[src/rtl/decoder_pkg.sv]
// decoder_pkg: shared definitions for the sequencing one-hot decoder.
//   - mode encodings presented on the decoder's mode input
//   - controller state type
//   - onehot(): index -> one-hot vector, sized for the widest supported decoder
package decoder_pkg;

    // Widest select supported by onehot(); callers size-cast the result down.
    localparam int MAX_SEL_W = 8;
    localparam int MAX_OUT_W = 1 << MAX_SEL_W;

    localparam logic [1:0] MODE_DIRECT    = 2'b00;
    localparam logic [1:0] MODE_SCAN_UP   = 2'b01;
    localparam logic [1:0] MODE_SCAN_DOWN = 2'b10;
    localparam logic [1:0] MODE_ONESHOT   = 2'b11;

    typedef enum logic [1:0] {
        ST_IDLE   = 2'd0,
        ST_DIRECT = 2'd1,
        ST_SCAN   = 2'd2,
        ST_SHOT   = 2'd3
    } state_t;

    function automatic logic [MAX_OUT_W-1:0] onehot(input int unsigned index);
        logic [MAX_OUT_W-1:0] v;
        v = {{(MAX_OUT_W-1){1'b0}}, 1'b1} << index;
        return v;
    endfunction

endpackage

[src/rtl/dwell_timer.sv]
// dwell_timer: counts cycles spent on the current index.
//   clk, rst_n : clock, asynchronous active-low reset
//   clr        : force the count to zero (takes priority over run)
//   run        : advance the count; on expiry the count returns to zero
//   dwell      : live compare value (hold time is dwell+1 cycles)
//   expired    : count has reached (or passed) dwell
// With neither clr nor run the count holds, which is how the decoder freezes
// sequencing while disabled.
module dwell_timer #(
    parameter int DWELL_W = 4
) (
    input  logic               clk,
    input  logic               rst_n,
    input  logic               clr,
    input  logic               run,
    input  logic [DWELL_W-1:0] dwell,
    output logic               expired
);

    logic [DWELL_W-1:0] cnt;

    // >= rather than == so that lowering dwell below the running count
    // still expires on the next compare instead of counting round.
    assign expired = (cnt >= dwell);

    always_ff @(posedge clk or negedge rst_n) begin
        if (!rst_n) begin
            cnt <= '0;
        end else if (clr) begin
            cnt <= '0;
        end else if (run) begin
            cnt <= expired ? '0 : cnt + DWELL_W'(1);
        end
    end

endmodule

[src/rtl/decoder_seq.sv]
// decoder_seq: registered one-hot decoder with automatic sequencing.
//   clk, rst_n : clock, asynchronous active-low reset
//   en         : global enable; low blanks out and freezes all sequencing state
//   mode       : DIRECT / SCAN_UP / SCAN_DOWN / ONESHOT
//   sel        : decode value (DIRECT) or start index (scan / sweep)
//   load       : single-cycle (re)start strobe for scan / sweep
//   dwell      : each index is held dwell+1 cycles
//   out        : registered one-hot of idx, or all-zero
//   idx        : current index
//   busy       : high while a one-shot sweep is running
//   wrap       : one-cycle pulse on scan wrap-around or sweep end
// SEL_W must not exceed decoder_pkg::MAX_SEL_W.
module decoder_seq
    import decoder_pkg::*;
#(
    parameter  int SEL_W   = 3,
    parameter  int DWELL_W = 4,
    localparam int OUT_W   = 1 << SEL_W
) (
    input  logic               clk,
    input  logic               rst_n,
    input  logic               en,
    input  logic [1:0]         mode,
    input  logic [SEL_W-1:0]   sel,
    input  logic               load,
    input  logic [DWELL_W-1:0] dwell,
    output logic [OUT_W-1:0]   out,
    output logic [SEL_W-1:0]   idx,
    output logic               busy,
    output logic               wrap
);

    state_t             state, state_nxt;
    logic [SEL_W-1:0]   idx_nxt;
    logic [OUT_W-1:0]   out_nxt;
    logic               busy_nxt, wrap_nxt;
    logic               out_on;
    logic               scan_down, scan_down_nxt;
    logic               tmr_clr, tmr_run;
    logic               expired;
    logic               want_down;
    logic               scan_restart;
    logic               shot_end;

    dwell_timer #(
        .DWELL_W (DWELL_W)
    ) u_dwell_timer (
        .clk     (clk),
        .rst_n   (rst_n),
        .clr     (tmr_clr),
        .run     (tmr_run),
        .dwell   (dwell),
        .expired (expired)
    );

    assign want_down = (mode == MODE_SCAN_DOWN);

    // A scan restarts at sel on load, on entry from another state, or when
    // the direction flips; scan_down remembers the direction last scanned.
    assign scan_restart = load || (state != ST_SCAN) || (want_down != scan_down);

    // Sweep finishes when the last index's dwell expires (load overrides).
    assign shot_end = (state == ST_SHOT) && expired && (&idx) && !load;

    always_ff @(posedge clk or negedge rst_n) begin
        if (!rst_n) begin
            state <= ST_IDLE;
        end else begin
            state <= state_nxt;
        end
    end

    always_comb begin
        state_nxt = state;
        if (en) begin
            case (mode)
                MODE_DIRECT:                  state_nxt = ST_DIRECT;
                MODE_SCAN_UP, MODE_SCAN_DOWN: state_nxt = ST_SCAN;
                default: begin
                    if (load) begin
                        state_nxt = ST_SHOT;
                    end else if (state == ST_SHOT && !shot_end) begin
                        state_nxt = ST_SHOT;
                    end else begin
                        state_nxt = ST_IDLE;
                    end
                end
            endcase
        end
    end

    always_comb begin
        idx_nxt       = idx;
        busy_nxt      = busy;
        wrap_nxt      = 1'b0;
        out_on        = 1'b0;
        scan_down_nxt = scan_down;
        tmr_clr       = 1'b0;
        tmr_run       = 1'b0;
        if (en) begin
            // Default while enabled: timer parked at zero, no sweep running.
            tmr_clr  = 1'b1;
            busy_nxt = 1'b0;
            case (mode)
                MODE_DIRECT: begin
                    idx_nxt = sel;
                    out_on  = 1'b1;
                end
                MODE_SCAN_UP, MODE_SCAN_DOWN: begin
                    scan_down_nxt = want_down;
                    out_on        = 1'b1;
                    if (scan_restart) begin
                        idx_nxt = sel;
                    end else begin
                        tmr_clr = 1'b0;
                        tmr_run = 1'b1;
                        if (expired) begin
                            if (want_down) begin
                                idx_nxt  = idx - SEL_W'(1);
                                wrap_nxt = (idx == '0);
                            end else begin
                                idx_nxt  = idx + SEL_W'(1);
                                wrap_nxt = &idx;
                            end
                        end
                    end
                end
                default: begin
                    if (load) begin
                        idx_nxt  = sel;
                        busy_nxt = 1'b1;
                        out_on   = 1'b1;
                    end else if (state == ST_SHOT) begin
                        tmr_clr  = 1'b0;
                        tmr_run  = 1'b1;
                        busy_nxt = 1'b1;
                        out_on   = 1'b1;
                        if (shot_end) begin
                            // idx stays on the last index; out blanks.
                            busy_nxt = 1'b0;
                            wrap_nxt = 1'b1;
                            out_on   = 1'b0;
                        end else if (expired) begin
                            idx_nxt = idx + SEL_W'(1);
                        end
                    end
                end
            endcase
        end
        out_nxt = out_on ? OUT_W'(onehot(32'(idx_nxt))) : '0;
    end

    always_ff @(posedge clk or negedge rst_n) begin
        if (!rst_n) begin
            idx       <= '0;
            out       <= '0;
            busy      <= 1'b0;
            wrap      <= 1'b0;
            scan_down <= 1'b0;
        end else begin
            idx       <= idx_nxt;
            out       <= out_nxt;
            busy      <= busy_nxt;
            wrap      <= wrap_nxt;
            scan_down <= scan_down_nxt;
        end
    end

endmodule

[config.mk]
export PLATFORM = sky130hd
export DESIGN_NAME = decoder_seq
export DESIGN_NICKNAME = d
export VERILOG_FILES = /design/src/rtl/decoder_pkg.sv /design/src/rtl/dwell_timer.sv /design/src/rtl/decoder_seq.sv
export SDC_FILE = /design/constraint.sdc
export NUM_CORES = 1
export LEC_CHECK = 0
export BUFFER_PORTS_ARGS = -buffer_cell sky130_fd_sc_hd__buf_2
export CORE_MARGIN = 1.5
export CORE_UTILIZATION = 56
export CTS_CLUSTER_SIZE = 28
export DETAILED_ROUTE_END_ITERATION = 10
export GPL_ROUTABILITY_DRIVEN = 1
export PLACE_DENSITY = 0.9
export SLEW_MARGIN = 30
export SYNTH_ARGS = -nofsm -noshare
export SYNTH_HDL_FRONTEND = slang
export SYNTH_SLANG_ARGS = --single-unit
[constraint.sdc]
create_clock -name clk -period 2.4 [get_ports clk]
set_input_delay 0.72 -clock clk [delete_from_list [all_inputs] [get_ports clk]]
set_output_delay 0.72 -clock clk [all_outputs]
set_load 0.01 [all_outputs]
After elaboration in Yosys (flattened, before gate mapping)

Cells that the tools add are included.

Multiplexer cells: 40
Equality and inequality tests: 5
Magnitude comparators: 1
Shift operators: 1
Add/sub/neg operators: 3
Reductions and logical operators: 15

Operator list:

| operator                                            | number |
|---|---|
| 2-to-1 mux 3 bit                                    | 8 |
| 2-to-1 mux 1 bit                                    | 21 |
| 2-to-1 mux 4 bit                                    | 3 |
| 2-to-1 mux 8 bit                                    | 1 |
| left shift 1 x 3 -> 8 bit, first input constant     | 1 |
| case mux 1 bit (2 select lines)                     | 3 |
| case mux 3 bit (2 select lines)                     | 1 |
| adder 4 x 1 -> 4 bit, second input constant         | 1 |
| equality test 2 bit, second input constant          | 2 |
| >= comparator 4 bit                                 | 1 |
| logical AND 1 bit                                   | 4 |
| 2-to-1 mux 2 bit                                    | 2 |
| case mux 2 bit (2 select lines)                     | 1 |
| adder 3 x 1 -> 3 bit, second input constant         | 1 |
| logical NOT 3 bit                                   | 1 |
| AND reduction 3 bit                                 | 1 |
| OR reduction 3 bit                                  | 1 |
| subtractor 3 x 1 -> 3 bit, second input constant    | 1 |
| equality test 2 x 1 -> 1 bit, second input constant | 1 |
| logical NOT 1 bit                                   | 2 |
| logical NOT 2 bit                                   | 1 |
| logical OR 1 bit                                    | 2 |
| inequality test 2 bit, second input constant        | 1 |
| AND reduction 2 bit                                 | 1 |
| other kinds (3)                                     | 3 |

Bits in registers: 20
Input port bits: 13
Logic and storage cells: 72
Output and inout bits: 13

Longest topological paths before layout

Word-level depth: 11
Gate-level depth with buffers: 10

Cells and area by module

Synthesis repeated with hierarchy kept, for this count alone.

Cells, all modules: 146
Area, all modules: 1458.9 sq um

By module, submodules not included:

| module      | times used | area an instance (sq um) | seq. area each (sq um) | cells each |
|---|---|---|---|---|
| decoder_seq | 1          | 1121.1                   | 400.4                  | 111 |
| dwell_timer | 1          | 337.8                    | 100.1                  | 35 |

Least setup slack after synthesis

No wires, ideal clock.

Path kind: input port to flip-flop
From: input mode[0]
To: register out[7]
Setup slack: -0.127 ns
Required time: 2.320 ns
Stages on the path: 9
Arrival time: 2.446 ns
Library setup time: 0.080 ns
Cells stage by stage: inv_1 > ha_1 > and3b_4 > and3_1 > buf_6 > o31ai_2 > a211o_1 > or3_4 > nor3b_2

Word-level cells in the longest chain between the ends: 8
Elaborated cells on any way between the ends: 16

Ends and longest elaborated chain:

| element                                                          | RTL line                              | source |
|---|---|---|
| start, declared                                                  | decoder_seq.sv:23                     | `input logic [1:0] mode,` |
| equality test 2 bit                                              | decoder_seq.sv:56, decoder_seq.sv:104 |  |
| 2-to-1 mux 3 bit / inequality test 1 bit (equally long branches) | decoder_seq.sv:118, decoder_seq.sv:60 |  |
| 2-to-1 mux 3 bit / logical OR 1 bit (equally long branches)      | decoder_seq.sv:117, decoder_seq.sv:60 |  |
| 2-to-1 mux 3 bit                                                 | decoder_seq.sv:112                    | `if (scan_restart) begin` |
| case mux 3 bit (2 select lines)                                  | decoder_seq.sv:104                    | `case (mode)` |
| 2-to-1 mux 3 bit                                                 | decoder_seq.sv:100                    | `if (en) begin` |
| left shift 1 x 3 -> 8 bit                                        | decoder_pkg.sv:25                     | `v = {{(MAX_OUT_W-1){1'b0}}, 1'b1} << index;` |
| 2-to-1 mux 8 bit *                                               | decoder_seq.sv:150                    | `out_nxt = out_on ? OUT_W'(onehot(32'(idx_nxt))) : '0;` |
| via out_nxt[7]                                                   | decoder_seq.sv:35                     | `logic [OUT_W-1:0] out_nxt;` |
| end signal, assigned                                             | decoder_seq.sv:162                    | `out <= out_nxt;` |
| end, declared                                                    | decoder_seq.sv:27                     | `output logic [OUT_W-1:0] out,` |

The timed path passes the listed nets; every way through them passes the cells marked *.
A chain may end at the register's enable or synchronous reset.

Worst setup path in the final report

From: register idx[0]
To: register out[0]

Word-level cells in the longest chain between the ends: 10
Elaborated cells on any way between the ends: 21

Ends and longest elaborated chain:

| element                                                                      | RTL line           | source |
|---|---|---|
| start, declared                                                              | decoder_seq.sv:28  | `output logic [SEL_W-1:0] idx,` |
| start signal, assigned                                                       | decoder_seq.sv:161 | `idx <= idx_nxt;` |
| parallel branches: the longest is 9 deep, another holds adder 3 x 1 -> 3 bit | n/a                |  |
| 2-to-1 mux 8 bit *                                                           | decoder_seq.sv:150 |  |
| via out_nxt[0]                                                               | decoder_seq.sv:35  |  |

Mark *: on every way through the listed nets, which the timed path passes.

==> metrics.log <==
INFO  metric grt_setup_unrepaired = yes
INFO  metric crit_path_top_delay_cell = dfrtp_1
INFO  metric synth-edff-count = 0
INFO  metric max_stage_delay = 0.43 ns
INFO  metric vias = 1471
INFO  metric xor_and_xnor_area_share_after_synthesis = 0.0356
INFO  metric port-buffer-count = 25
INFO  metric multiplexer_fraction_of_the_synthesized_cell_area = 0.0215
INFO  metric place.gp.congestion = 0.956
INFO  metric instances_no_fill = 239
INFO  metric first_global_vias = 1367
INFO  metric grt-ovfl-total = 0
INFO  metric tightestPinTransition = 0.456 ns
INFO  metric timing.final.hold_violations = 0
INFO  metric crit_path_cell_trace = buf_4 -> inv_1 -> ha_1 -> xor2_1 -> nor3_2 -> o32ai_1 -> nand2_1 -> buf_4 -> and3b_1
INFO  metric post-route-period-util = 0.988
INFO  metric critical_path_arrival = 2.59 ns
INFO  metric start_util = 0.600
INFO  metric die-area = 3020 sq um
INFO  metric core_area = 2520 sq um
INFO  metric number_of_buffers_created_by_cts = 3
INFO  metric drtAntennaViolNets = 0
INFO  metric post-synth-top-area-fraction = 0.331
INFO  metric clock_sink_count = 20
INFO  metric detailedRoute.firstPassIterationCount = 4
INFO  metric cp_capture_type = flop
INFO  metric ios = 26
INFO  metric maxSlewViolCount = 0
INFO  metric syn-instance-count = 160
INFO  metric h_tree_depth = 1
INFO  metric global_route.usage.total = 0.309
INFO  metric detail_route.iter0.violations = 110
INFO  metric detail_route.drc_violations = 0
INFO  metric dieWidth = 55.0 um
INFO  metric synth_area_leader = dfrtp_1
INFO  metric placed_cells = 232
INFO  metric timing_worst_setup_path_type = flop to flop
INFO  metric critical_path.most_common_cell = buf_4
INFO  metric minimum_clock_period = 2.37 ns
INFO  metric worst-endpoint-required = 2.62 ns
INFO  metric antenna_found_initial = 0
INFO  metric ir_drop = 0.000578 V
INFO  metric area_fraction_in_compound_gates_after_synthesis = 0.194
INFO  metric result_of_the_run = finished, final reports clean
INFO  metric final_core_utilization = 0.807
INFO  metric synth_top_flop_cell = dfrtp_1
INFO  metric worstReg2RegStart = idx[0]$_DFF_PN0_
INFO  metric cap_viol_max_count = 0
INFO  metric synth-simple-area-share = 0.237
INFO  metric via_per_inst = 6.15
INFO  metric synth.top_cells.by_area = dfrtp_1 (33%), ha_1 (9.9%), nand2_1 (4.7%)
INFO  metric hold_class = primary input to asynchronous set/reset pin
INFO  metric setup_violations = 0
INFO  metric mappedNetlistArea = 1510 sq um
INFO  metric r2r.worst_path.cells = 9
INFO  metric final_layout_size_suffix_gt1_frac = 0.483
INFO  metric tritoncts = done
INFO  metric cts-root-buf = clkbuf_4
INFO  metric num-nets-final = 235
INFO  metric clock_path_buffers = 2
INFO  metric worst_slew_margin_rel = 0.696
INFO  metric row_count = 18
INFO  metric synth_seq_area_share = 0.331
INFO  metric pin_count_of_the_biggest_net_entering_global_routing = 21
INFO  metric wire_length_of_the_first_global_routing_pass = 6510 um
INFO  metric rr_endpoint = out[0]$_DFF_PN0_
INFO  metric netlist-cell-type-count = 53
INFO  metric die_h = 55.0 um
INFO  metric clkSlewWorstSetupHoldPaths = 0.12 ns
INFO  metric yosysWarnings = 0
INFO  metric flow.area_growth_from_synthesis = 34.6%
INFO  metric drt-total-wl = 4210 um
INFO  metric pwr_density_cell = 577 nW/um^2
INFO  metric post-dp-hpwl = 3240 um
INFO  metric finClkSkew = 0.00934 ns
INFO  metric place_ws = -0.260 ns
INFO  metric syn_avg_cell_area = 9.45 sq um
INFO  metric worst-r2r-setup-slack = 0.03 ns
INFO  metric synth_top_family_by_area = simple AND/OR/NAND/NOR gates
INFO  metric syn_nets = 185
INFO  metric fmax = 0.422 GHz
INFO  metric post_synth_fa_ha_maj_area_fraction = 0.0993
INFO  metric worst_skew_pair.late_latency = 0.32 ns
INFO  metric ys_seq_elements = 20
INFO  metric leakage = 0.000965 uW
INFO  metric wire_per_inst = 17.6 um
INFO  metric antenna_cells = 0
INFO  metric post-route-worst-setup-slack = 0.0286 ns
INFO  metric async_sr_flop_fraction = 1.00
INFO  metric crit_fanout = 6
INFO  metric critPathLaunchType = flop
[placed cells by master (no fill, tap or decap), types with 3 or more instances in the layout]
| master | count |
|---|---|
| o211ai_1 | 3 |
| buf_2 | 25 |
| nor2_1 | 11 |
| o21ai_0 | 5 |
| clkbuf_4 | 3 |
| buf_4 | 27 |
| ha_4 | 5 |
| inv_1 | 12 |
| a21oi_1 | 4 |
| xor2_1 | 3 |
| nand2_1 | 19 |
| dfrtp_1 | 20 |
| ha_1 | 5 |
[metrics by stage]
step	TNS [ns]	hold WS [ns]	cell area (sq um)	total power, uW
floorplan	-0.000184	0.424	1580	665
global placement	-1.44	0.516	1860	807
detailed placement	-2.33	0.523	1860	834
CTS	0	0.354	1910	1120
global route	-0.0796	0.374	2040	1230
finish	0	0.331	2040	1170
[power by group]
part | switching [uW] | internal [uW] | total, uW
Combinational | 267 | 224 | 491
Sequential | 31.7 | 369 | 401
Clock | 113 | 169 | 282
[cells by family after synthesis]
group,Yosys count
adders and majority gates,12
DFF,20
muxes,3
xor gates and xnor gates,4
AOI/OAI and AO/OA,37
and+or+nand+nor,61
buffers and inverters,23
[Yosys cell counts (3+ instances only)]
cell type and count:
nand2_1 19, a311oi_1 3, o211ai_1 3, ha_1 12
nor2b_1 4, nor2_1 12, buf_6 3, nor3_1 3
o21ai_0 5, xor2_1 3, and3_1 3, a21oi_1 4
dfrtp_1 20, inv_1 16
[worst max path at each step]
| stage | from | to | slack [ns] | cells past startpoint |
|---|---|---|---|---|
| global placement | mode[0] | out[4]$_DFF_PN0_ | -0.19 | 9 |
| floorplan | mode[0] | out[7]$_DFF_PN0_ | -0.0002 | 9 |
| detailed placement | dwell[3] | out[2]$_DFF_PN0_ | -0.26 | 10 |
| CTS | dwell[3] | out[2]$_DFF_PN0_ | 0.07 | 10 |
| global route | dwell[1] | out[5]$_DFF_PN0_ | -0.04 | 11 |
| finish | idx[0]$_DFF_PN0_ | out[0]$_DFF_PN0_ | 0.03 | 9 |
[flip-flops by register name, summed over array words and instances, names as in the netlist]
register and count:
state 2, busy 1, scan_down 1, wrap 1, out 8, u_dwell_timer.cnt 4
idx 3
[repair_timing]
| action | CTS | global route |
|---|---|---|
| buffers inserted | 0 | 4 |
| hold buffers | 0 | 0 |
| resized for setup | 0 | 21 |
| endpoints found under the setup margin | 0 | 7 |
[worst max-delay path: cells and delay by family (launching register included)]
kind / cells / cell delay (ns)
AND/OR/NAND/NOR: 3 / 0.39
adder cells (fa/ha/maj): 1 / 0.30
buffers and inverters: 3 / 0.52
XOR/XNOR: 1 / 0.26
flip-flops: 1 / 0.43
AO/OA/AOI/OAI: 1 / 0.36
[per-layer routing]
metal  global-route usage  vias up  routed length (um)
met5                    0        -                   0
met4                0.118        0                 115
met3               0.0430       19                 393
met2                0.510       89                2010
met1                0.409      695                1690
li1                     -      668                   -
[final cells by class]
type,count,area (sq um)
multi-input combinational,117,1040
inverter,16,75.1
tap,30,37.5
clock buffer,3,22.5
fill,160,487
sequential,20,500
clock inverter,1,30.0
timing repair buffer,52,328
Power figures use the tool's default switching activity.
